[src/rtl/mem_access_unit.sv]
// mem_access_unit: MEM-stage data access engine for the 5-stage MIPS pipeline.
// Runs one load or store per request over a word-wide valid/ack bus with a
// delayed read response. It stalls the pipeline until the access completes.
// It also handles big-endian byte extraction (LB/LBU) and byte insertion (SB).
//
// Build option:
//   MEM_BYTE_RMW_EN - SB is performed as read-modify-write with a full-word
//                     write. Use this for bus memories without byte enables.
//                     When undefined, SB is a single write with a one-hot
//                     bus_be.
module mem_access_unit #(
    parameter int ADDR_W = 32
) (
    input  logic              clk,
    input  logic              rst_n,
    input  logic              req_valid,
    input  logic              mem_read,
    input  logic              mem_we,
    input  logic              mem_byte,
    input  logic              mem_signextend,
    input  logic [ADDR_W-1:0] addr,
    input  logic [31:0]       write_data,
    output logic              stall,
    output logic [31:0]       load_data,
    output logic              bus_req,
    output logic              bus_we,
    output logic [ADDR_W-3:0] bus_addr,
    output logic [31:0]       bus_wdata,
    output logic [3:0]        bus_be,
    input  logic              bus_ack,
    input  logic [31:0]       bus_rdata,
    input  logic              bus_rvalid
);

    localparam logic [2:0] ST_IDLE     = 3'd0;
    localparam logic [2:0] ST_RD_REQ   = 3'd1;
    localparam logic [2:0] ST_RD_WAIT  = 3'd2;
`ifdef MEM_BYTE_RMW_EN
    localparam logic [2:0] ST_RMW_REQ  = 3'd3;
    localparam logic [2:0] ST_RMW_WAIT = 3'd4;
`endif
    localparam logic [2:0] ST_WR_REQ   = 3'd5;
    localparam logic [2:0] ST_DONE     = 3'd6;

    logic [2:0]        state_reg,     state_next;
    logic              bus_req_reg,   bus_req_next;
    logic              bus_we_reg,    bus_we_next;
    logic [ADDR_W-3:0] bus_addr_reg,  bus_addr_next;
    logic [31:0]       bus_wdata_reg, bus_wdata_next;
    logic [3:0]        bus_be_reg,    bus_be_next;
    logic [31:0]       load_data_reg, load_data_next;
    logic [1:0]        lane_reg,      lane_next;
    logic              byte_reg,      byte_next;
    logic              sext_reg,      sext_next;
`ifdef MEM_BYTE_RMW_EN
    logic [7:0]        wbyte_reg,     wbyte_next;
    logic [31:0]       merged_word;
`endif

    // Byte lanes of the read word. Lane 0 is the MSB byte (big-endian).
    logic [7:0]  rd_lane [4];
    logic [7:0]  sel_byte;
    logic [31:0] load_word;

    // Store word and byte enables computed from the live request inputs.
    logic [31:0] store_wdata;
    logic [3:0]  store_be;

    genvar gi;
    generate
        for (gi = 0; gi < 4; gi++) begin : g_lane
            assign rd_lane[gi]      = bus_rdata[31-8*gi -: 8];
            // Word stores enable every lane; byte stores enable only lane addr[1:0].
            assign store_be[3-gi]   = ~mem_byte | (addr[1:0] == 2'(gi));
`ifdef MEM_BYTE_RMW_EN
            // Replace the addressed lane and keep the other three from the read word.
            assign merged_word[31-8*gi -: 8] = (lane_reg == 2'(gi)) ? wbyte_reg : rd_lane[gi];
`endif
        end
    endgenerate

    assign sel_byte    = rd_lane[lane_reg];
    assign load_word   = byte_reg ? {{24{sext_reg & sel_byte[7]}}, sel_byte} : bus_rdata;
    assign store_wdata = mem_byte ? {4{write_data[7:0]}} : write_data;

    // The pipeline is held until the access reaches DONE. Reset forces this low.
    assign stall = rst_n & req_valid & (state_reg != ST_DONE);

    assign bus_req   = bus_req_reg;
    assign bus_we    = bus_we_reg;
    assign bus_addr  = bus_addr_reg;
    assign bus_wdata = bus_wdata_reg;
    assign bus_be    = bus_be_reg;
    assign load_data = load_data_reg;

    // Next-state and bus-output logic. Bus fields hold their value unless a new
    // request is launched, so they remain stable while waiting for bus_ack.
    always_comb begin
        state_next     = state_reg;
        bus_req_next   = bus_req_reg;
        bus_we_next    = bus_we_reg;
        bus_addr_next  = bus_addr_reg;
        bus_wdata_next = bus_wdata_reg;
        bus_be_next    = bus_be_reg;
        load_data_next = load_data_reg;
        lane_next      = lane_reg;
        byte_next      = byte_reg;
        sext_next      = sext_reg;
`ifdef MEM_BYTE_RMW_EN
        wbyte_next     = wbyte_reg;
`endif
        case (state_reg)
            ST_IDLE: begin
                if (req_valid) begin
                    lane_next     = addr[1:0];
                    byte_next     = mem_byte;
                    sext_next     = mem_signextend;
                    bus_addr_next = addr[ADDR_W-1:2];
                    if (mem_we) begin
`ifdef MEM_BYTE_RMW_EN
                        if (mem_byte) begin
                            // Fetch the whole word first; the byte is merged on return.
                            wbyte_next   = write_data[7:0];
                            state_next   = ST_RMW_REQ;
                            bus_req_next = 1'b1;
                            bus_we_next  = 1'b0;
                            bus_be_next  = 4'hF;
                        end else begin
                            state_next     = ST_WR_REQ;
                            bus_req_next   = 1'b1;
                            bus_we_next    = 1'b1;
                            bus_wdata_next = store_wdata;
                            bus_be_next    = store_be;
                        end
`else
                        state_next     = ST_WR_REQ;
                        bus_req_next   = 1'b1;
                        bus_we_next    = 1'b1;
                        bus_wdata_next = store_wdata;
                        bus_be_next    = store_be;
`endif
                    end else if (mem_read) begin
                        state_next   = ST_RD_REQ;
                        bus_req_next = 1'b1;
                        bus_we_next  = 1'b0;
                        bus_be_next  = 4'hF;
                    end else begin
                        // A request with no access type completes immediately
                        // so the pipeline cannot be held forever.
                        state_next = ST_DONE;
                    end
                end
            end
            ST_RD_REQ: begin
                if (bus_ack) begin
                    bus_req_next = 1'b0;
                    state_next   = ST_RD_WAIT;
                end
            end
            ST_RD_WAIT: begin
                if (bus_rvalid) begin
                    load_data_next = load_word;
                    state_next     = ST_DONE;
                end
            end
`ifdef MEM_BYTE_RMW_EN
            ST_RMW_REQ: begin
                if (bus_ack) begin
                    bus_req_next = 1'b0;
                    state_next   = ST_RMW_WAIT;
                end
            end
            ST_RMW_WAIT: begin
                if (bus_rvalid) begin
                    bus_req_next   = 1'b1;
                    bus_we_next    = 1'b1;
                    bus_wdata_next = merged_word;
                    bus_be_next    = 4'hF;
                    state_next     = ST_WR_REQ;
                end
            end
`endif
            ST_WR_REQ: begin
                if (bus_ack) begin
                    bus_req_next = 1'b0;
                    bus_we_next  = 1'b0;
                    state_next   = ST_DONE;
                end
            end
            ST_DONE: begin
                state_next = ST_IDLE;
            end
            default: begin
                state_next   = ST_IDLE;
                bus_req_next = 1'b0;
                bus_we_next  = 1'b0;
            end
        endcase
    end

    // State and output registers with synchronous active-low reset.
    always_ff @(posedge clk) begin
        if (!rst_n) begin
            state_reg     <= ST_IDLE;
            bus_req_reg   <= 1'b0;
            bus_we_reg    <= 1'b0;
            bus_addr_reg  <= '0;
            bus_wdata_reg <= '0;
            bus_be_reg    <= '0;
            load_data_reg <= '0;
            lane_reg      <= '0;
            byte_reg      <= 1'b0;
            sext_reg      <= 1'b0;
`ifdef MEM_BYTE_RMW_EN
            wbyte_reg     <= '0;
`endif
        end else begin
            state_reg     <= state_next;
            bus_req_reg   <= bus_req_next;
            bus_we_reg    <= bus_we_next;
            bus_addr_reg  <= bus_addr_next;
            bus_wdata_reg <= bus_wdata_next;
            bus_be_reg    <= bus_be_next;
            load_data_reg <= load_data_next;
            lane_reg      <= lane_next;
            byte_reg      <= byte_next;
            sext_reg      <= sext_next;
`ifdef MEM_BYTE_RMW_EN
            wbyte_reg     <= wbyte_next;
`endif
        end
    end

endmodule

[config.mk]
export PLATFORM = sky130hd
export DESIGN_NAME = mem_access_unit
export DESIGN_NICKNAME = d
export VERILOG_FILES = /design/src/rtl/mem_access_unit.sv
export SDC_FILE = /design/constraint.sdc
export NUM_CORES = 1
export LEC_CHECK = 0
export BUFFER_PORTS_ARGS = -buffer_cell sky130_fd_sc_hd__buf_2
export CELL_PAD_IN_SITES_DETAIL_PLACEMENT = 1
export CELL_PAD_IN_SITES_GLOBAL_PLACEMENT = 2
export CORE_MARGIN = 3
export CORE_UTILIZATION = 29
export CTS_BUF_LIST = sky130_fd_sc_hd__clkbuf_8
export DETAILED_ROUTE_END_ITERATION = 8
export PLACE_DENSITY = 0.95
export SETUP_SLACK_MARGIN = 0.3
export SYNTH_ARGS = -nofsm -noshare
export SYNTH_HDL_FRONTEND = slang
export SYNTH_SLANG_ARGS = --single-unit
[constraint.sdc]
create_clock -name clk -period 3.95 [get_ports clk]
set_clock_uncertainty 0.1 [all_clocks]
set_input_delay 0 -clock clk [delete_from_list [all_inputs] [get_ports clk]]
set_output_delay 0 -clock clk [all_outputs]
set_load 0.01 [all_outputs]
==> results of run 1 <==
layer usage:
metal  GRT usage [%]  vias to the layer above
met1           21.78                     2334
li1                -                     2334
met5               0                        -
met2           38.29                      183
met4           7.968                        0
met3           4.847                       35
power by group through the flow:
stage | Combinational (mW) | Sequential, mW | Clock [mW]
2_1_floorplan | 0.242 | 1.26 | 0
3_3_place_gp | 0.443 | 1.23 | 0
3_5_place_dp | 0.464 | 1.23 | 0
4_1_cts | 0.543 | 1.21 | 0.773
5_1_grt | 0.603 | 1.22 | 0.809
6_report | 0.551 | 1.21 | 0.747
final cells by class:
| type | instances | area, µm² | share of cell area [%] |
|---|---|---|---|
| multi-input cells | 356 | 2225 | 32.21 |
| flip-flops and latches | 107 | 2142 | 31.01 |
| repair buffers | 307 | 2042 | 29.57 |
| well taps | 211 | 264.0 | 3.822 |
| clock buffers | 10 | 137.6 | 1.993 |
| clock inverters | 5 | 78.83 | 1.141 |
| inverters | 4 | 15.01 | 0.2174 |
| diodes | 1 | 2.502 | 0.03623 |
critical path: stages (launching register included):
cell and delay, ns:
dfxtp_1 0.42, nor2b_4 0.22, nand2_1 0.71, nor2_1 0.62
o31ai_1 0.14
worst max-delay path by stage:
stage	from	endpoint	slack, ns
6_report	state_reg[1]$_SDFFE_PN0P_	bus_we$_SDFFE_PN0P_	1.62
5_1_grt	state_reg[1]$_SDFFE_PN0P_	bus_we$_SDFFE_PN0P_	1.36
4_1_cts	state_reg[1]$_SDFFE_PN0P_	bus_we$_SDFFE_PN0P_	1.58
3_5_place_dp	state_reg[1]$_SDFFE_PN0P_	bus_we$_SDFFE_PN0P_	1.58
3_3_place_gp	state_reg[1]$_SDFFE_PN0P_	bus_we$_SDFFE_PN0P_	1.76
2_1_floorplan	state_reg[1]$_SDFFE_PN0P_	bus_wdata[21]$_SDFFE_PN0P_	2.52
synth_stat cells, types with 5 or more instances:
cell / number
buf_4: 9
clkbuf_1: 14
a21boi_1: 7
o221a_2: 8
a21boi_0: 36
a21oi_1: 48
nand2_1: 117
buf_2: 14
o2bb2ai_1: 8
mux2i_1: 40
dfxtp_1: 107
o21ai_0: 36
o211a_1: 28
buf_6: 5
kinds of logic (layout without fill, tap and decap cells):
| family | Yosys count | after routing | share of synthesized area, % |
|---|---|---|---|
| AND/OR/NAND/NOR | 135 | 135 | 11.96 |
| buffers and inverters | 48 | 326 | 5.806 |
| flip-flops | 107 | 107 | 46.23 |
| multiplexers | 40 | 40 | 8.642 |
| AO/OA/AOI/OAI | 181 | 181 | 27.36 |
| other | 0 | 1 | 0 |
timing repair:
action,CTS,global route
setup buffers,0,0
endpoints found under the hold margin,106,0
hold buffers,100,0
==> flow_metrics.py, run 1 <==
metrics = {
    "status": {
        "status": "completed",
    },
    "final_layout": {
        "finalNonFillerCells": 1001,
        "final_cell_mix": "buf_2 (205), nand2_1 (117), dfxtp_1 (107)",
        "final_util_pct": 44.77,
        "final_common_cell": "buf_2",
        "post-route-cell-area_mm2": 0.006907,
        "fillers": 1879,
        "num-nets-final": 890,
        "syn_to_final_growth_pct": 49.07,
        "drive_gt1_share_pct": 29.66,
    },
    "die": {
        "fp.dieH_um": 132.4,
        "ios": 206,
        "core_mm2": 0.01543,
        "core.rowCount": 45,
        "start_util_pct": 30.03,
        "dieArea_mm2": 0.01753,
        "die_x_um": 132.4,
    },
    "placed_design": {
        "dp_hpwl_um": 11620,
        "place_area_mm2": 0.005687,
        "gp_congestion": 0.8316,
        "preCtsSetupSlack_ns": 1.576,
        "numPortBuffers": 205,
        "placed_cells": 885,
    },
    "logic_synthesis": {
        "synth-edff-count": 0,
        "synth_area_leaders": "dfxtp_1 (46%), nand2_1 (9.5%), mux2i_1 (8.6%)",
        "yosys.area.top_type_share_pct": 46.23,
        "ys.flop_type": "dfxtp_1",
        "yosysSeqAreaShare_pct": 46.23,
        "synth_top_cell_by_area": "dfxtp_1",
        "synthesis.area_mm2": 0.004633,
        "ys_seq_elements": 107,
        "ys_async_sr_fraction_pct": 0,
        "syn-mean-instance-area_um2": 9.067,
        "synth_cells": 511,
        "ys_warn_count": 0,
        "yosysUniqueCellTypes": 37,
        "synth_nets": 616,
    },
    "pwr": {
        "p_comb_share_pct": 22.0,
        "vdd_drop_max_mv": 0.2054,
        "pwr-share-clk_pct": 29.8,
        "finalPower_mw": 2.507,
        "p_leak_nw": 3.400,
        "power_density_mw_per_mm2": 363.1,
        "intPower_mw": 1.786,
        "seqPwrFrac_pct": 48.3,
        "power.switching_mw": 0.7217,
        "p_sw_share_pct": 28.78,
    },
    "route": {
        "vias": 4886,
        "top_layer_used": "met4",
        "drt_wl_total_um": 18340,
        "ant_nets": 0,
        "first_pass_iters": 4,
        "via_per_inst": 4.881,
        "drt_first_iter_violations": 256,
        "drc": 0,
        "route.met2.wl_um": 9637,
        "detail_route.wl_per_cell_um": 18.32,
        "wl_met1_um": 7174,
        "wl_met3_um": 1052,
    },
    "clock_tree": {
        "cts_tree": "built",
        "cts_buffers": 9,
        "clockBufferDepth": 2,
        "h-tree-depth": 3,
        "cts.sinks": 107,
        "clk_pin_slew_ns": 0.10,
        "clk-insertion-delay-late_ns": 0.37,
        "cts_resized": 0,
        "cts_root_buffer": "clkbuf_8",
    },
    "setup_path": {
        "rrSetupSlack_ns": 1.62,
        "end_kind": "flop",
        "cp.arrival_ns": 2.48,
        "worst_r2r_endpoint": "bus_we$_SDFFE_PN0P_",
        "r2r-start": "state_reg[1]$_SDFFE_PN0P_",
        "cp_max_fo": 35,
        "crit_required_ns": 4.10,
        "worstSetupStartpointType": "flop",
        "reg2reg_depth": 4,
        "critical_path_class": "flop to flop",
    },
    "sta": {
        "finalSetupViolCount": 0,
        "hold_violations": 0,
        "layout_setup_ws_ns": 1.620,
        "fin_crit_ns": 2.330,
        "tightest_slew_ns": 1.256,
        "holdWs_ns": 0.02734,
        "final-max-slew-violation-count": 0,
        "max_slew_margin_pct": 16.25,
        "grt_setup_unrepaired": "no",
        "fin_setup_tns_ns": 0,
        "post-route-period-util_pct": 58.98,
        "fmax_mhz": 429.3,
    },
    "run": {
        "drv_cap": 0,
    },
    "grt": {
        "grt_max_degree": 66,
        "grt_pass1_wl_um": 28900,
        "antenna_found_initial": 1,
        "grt_pass1_vias": 5501,
        "grt_overflow": 0,
        "gr-usage-all-layers_pct": 20.34,
    },
    "hold_path": {
        "min_path_type": "primary input to flop",
        "whs_endpoint": "bus_req$_SDFFE_PN0P_",
        "holdPathStages": 3,
        "min_from": "mem_read",
    },
}
Note: power is estimated with default switching activity, not from simulation.
==> run 2, diff against run 1 <==
--- a/config.mk
+++ b/config.mk
@@ -9,10 +9,10 @@
 export CELL_PAD_IN_SITES_DETAIL_PLACEMENT = 1
 export CELL_PAD_IN_SITES_GLOBAL_PLACEMENT = 2
 export CORE_MARGIN = 3
-export CORE_UTILIZATION = 29
+export CORE_UTILIZATION = 27
 export CTS_BUF_LIST = sky130_fd_sc_hd__clkbuf_8
 export DETAILED_ROUTE_END_ITERATION = 8
-export PLACE_DENSITY = 0.95
+export PLACE_DENSITY = 0.92
 export SETUP_SLACK_MARGIN = 0.3
 export SYNTH_ARGS = -nofsm -noshare
 export SYNTH_HDL_FRONTEND = slang
==> constraint.sdc (replaced) <==
create_clock -name clk -period 2.2 [get_ports clk]
set_clock_uncertainty 0.1 [all_clocks]
set_input_delay 0 -clock clk [delete_from_list [all_inputs] [get_ports clk]]
set_output_delay 0 -clock clk [all_outputs]
set_load 0.01 [all_outputs]
==> run 2 against run 1 <==
Against the previous run:
- core utilization is 2.4 points lower
- critical endpoint is now load_data[31]$_SDFFE_PN0P_
- count of clock-buffer cells in the layout stayed put
- maximum frequency increased by 27%
- sequential cell count is the same
- first-iteration DRC count is 39% lower
- cell area is 2.6% higher
- global-route usage down 1.9 points
- routed wire length fell by 1.7%
- total power increased by 79%
- sequential share of layout area decreased by 0.78 points
- non-clock buffer count rose by 16
==> flow_metrics.py, run 2 (synthesis results as in run 1) <==
metrics = {
    "status": {
        "status": "completed",
    },
    "final_layout": {
        "drive_gt1_share_pct": 31.10,
        "num-nets-final": 907,
        "final_cell_mix": "buf_2 (205), nand2_1 (117), dfxtp_1 (107)",
        "final_common_cell": "buf_2",
        "syn_to_final_growth_pct": 52.90,
        "finalNonFillerCells": 1030,
    },
    "setup_path": {
        "cp.arrival_ns": 2.00,
        "path_common_cell": "a21oi_1",
        "critical_path_class": "flop to flop",
        "path_depth": 4,
        "cp_max_fo": 12,
        "r2r-start": "lane_reg[0]$_SDFFE_PN0P_",
        "worst_r2r_endpoint": "load_data[31]$_SDFFE_PN0P_",
        "critical_path_buf_inv_count": 0,
        "critPathMaxStageDelay_ns": 0.50,
        "crit_family": "compound AO/OA/AOI/OAI gates",
        "crit_required_ns": 2.36,
        "worstSetupStartpointType": "flop",
        "rrSetupSlack_ns": 0.36,
        "timing.critical_path.slowest_stage_cell": "mux2i_1",
        "end_kind": "flop",
        "worstPathCellList": "mux2i_1 -> o22ai_2 -> a21oi_1 -> a21oi_1",
        "reg2reg_depth": 4,
    },
    "hold_path": {
        "whs_endpoint": "byte_reg$_SDFFE_PN0P_",
        "holdPathStages": 5,
        "min_path_type": "primary input to flop",
        "min_from": "req_valid",
    },
    "clock_tree": {
        "cts_root_buffer": "clkbuf_8",
        "clk-insertion-delay-late_ns": 0.38,
        "cts.sinks": 107,
        "clockBufferDepth": 2,
        "post_cts_buffers": 0,
        "cts_buffers": 9,
        "cts_tree": "built",
        "h-tree-depth": 3,
        "clk_pin_slew_ns": 0.10,
    },
    "route": {
        "ant_nets": 0,
        "first_pass_iters": 4,
        "via_per_inst": 4.812,
        "drt_wl_total_um": 18030,
        "drc": 0,
        "drt_first_iter_violations": 157,
        "vias": 4956,
        "detail_route.wl_per_cell_um": 17.50,
    },
    "sta": {
        "post-route-period-util_pct": 83.61,
        "tightest_slew_ns": 0.6160,
        "fin_crit_ns": 1.839,
        "max_slew_margin_pct": 58.93,
        "holdWs_ns": 0.1340,
        "fin_setup_tns_ns": 0,
        "fmax_mhz": 543.6,
        "hold_violations": 0,
        "finalSetupViolCount": 0,
        "final-max-slew-violation-count": 0,
        "grt_setup_unrepaired": "yes",
    },
    "pwr": {
        "p_leak_nw": 3.487,
        "finalPower_mw": 4.484,
        "vdd_drop_max_mv": 0.2627,
        "power_density_mw_per_mm2": 632.9,
    },
    "placed_design": {
        "numPortBuffers": 205,
        "placed_cells": 907,
        "gp_congestion": 0.7487,
        "dp_hpwl_um": 11140,
    },
    "die": {
        "ios": 206,
        "core_mm2": 0.01670,
        "die_x_um": 137.0,
        "core.rowCount": 47,
        "dieArea_mm2": 0.01877,
        "fp.dieH_um": 137.0,
        "start_util_pct": 27.74,
    },
    "run": {
        "drv_cap": 0,
    },
    "grt": {
        "grt_max_degree": 36,
        "antenna_found_initial": 2,
        "gr-usage-all-layers_pct": 18.46,
        "grt_overflow": 0,
        "grt_pass1_wl_um": 27290,
        "grt_pass1_vias": 5166,
    },
}
[run 2: changes by cell type in the layout (fill, tap and decap cells not counted), sizes merged, moves of 2 or more]
cell / delta
diode: +2
dlygate4sd3: +3
clkinvlp: -2
buf: +13
clkinv: +3
[run 2: routing by layer]
metal / share of wire, % / track usage [%] / up-vias
met5: 0 / 0 / -
met4: 3.5 / 8.204 / 0
met3: 6.7 / 4.890 / 41
met2: 50 / 32.23 / 183
met1: 40 / 21.07 / 2350
li1: - / - / 2382
[run 2: through the flow]
stage | utilization [%] | worst slack (ns) | instance area [µm²]
6_report | 42.42 | 0.3606 | 7084
5_1_grt | 42.40 | 0.2522 | 7082
4_1_cts | 42.25 | 0.4075 | 7057
3_5_place_dp | 34.78 | 0.2527 | 5808
3_3_place_gp | 34.78 | 0.3635 | 5808
2_1_floorplan | - | 0.7721 | 4633
[run 2: cell type report]
class                   instances  area (µm²)
diodes                          3       7.507
clock inverters                 6       72.57
repair buffers                323        2182
clock buffers                  10       137.6
multi-input cells             357        2252
inverters                       4       15.01
fillers                      2011        9617
flip-flops and latches        107        2142
well taps                     220       275.3
[run 2: how the worst max path moves through the flow]
stage               slack (ns)                    endpoint                      start
finish                    0.36  load_data[31]$_SDFFE_PN0P_   lane_reg[0]$_SDFFE_PN0P_
global placement          0.36  load_data[27]$_SDFFE_PN0P_   lane_reg[0]$_SDFFE_PN0P_
CTS                       0.41  load_data[29]$_SDFFE_PN0P_  state_reg[2]$_SDFFE_PN0P_
floorplan                 0.77  bus_wdata[21]$_SDFFE_PN0P_  state_reg[1]$_SDFFE_PN0P_
global route              0.25  load_data[22]$_SDFFE_PN0P_  state_reg[2]$_SDFFE_PN0P_
detailed placement        0.25  load_data[27]$_SDFFE_PN0P_   lane_reg[0]$_SDFFE_PN0P_
[run 2: worst min-delay path, cell delays in order]
cell	delay, ns
buf_2	0.12
nor2b_4	0.14
and2_1	0.16
nand2_1	0.09
a21boi_1	0.06
[run 2: report_power, final]
part	internal [mW]	leakage, nW	switching, mW
combinational	0.486	2.50	0.530
sequential	2.08	0.875	0.0851
clock	0.573	0.109	0.728
[run 2: timing repair]
item,in CTS,in global routing
resized for setup,1,2
pin swaps,0,1
hold buffers,103,0
setup endpoints to repair,24,12
cloned,0,1
hold endpoints to repair,107,0
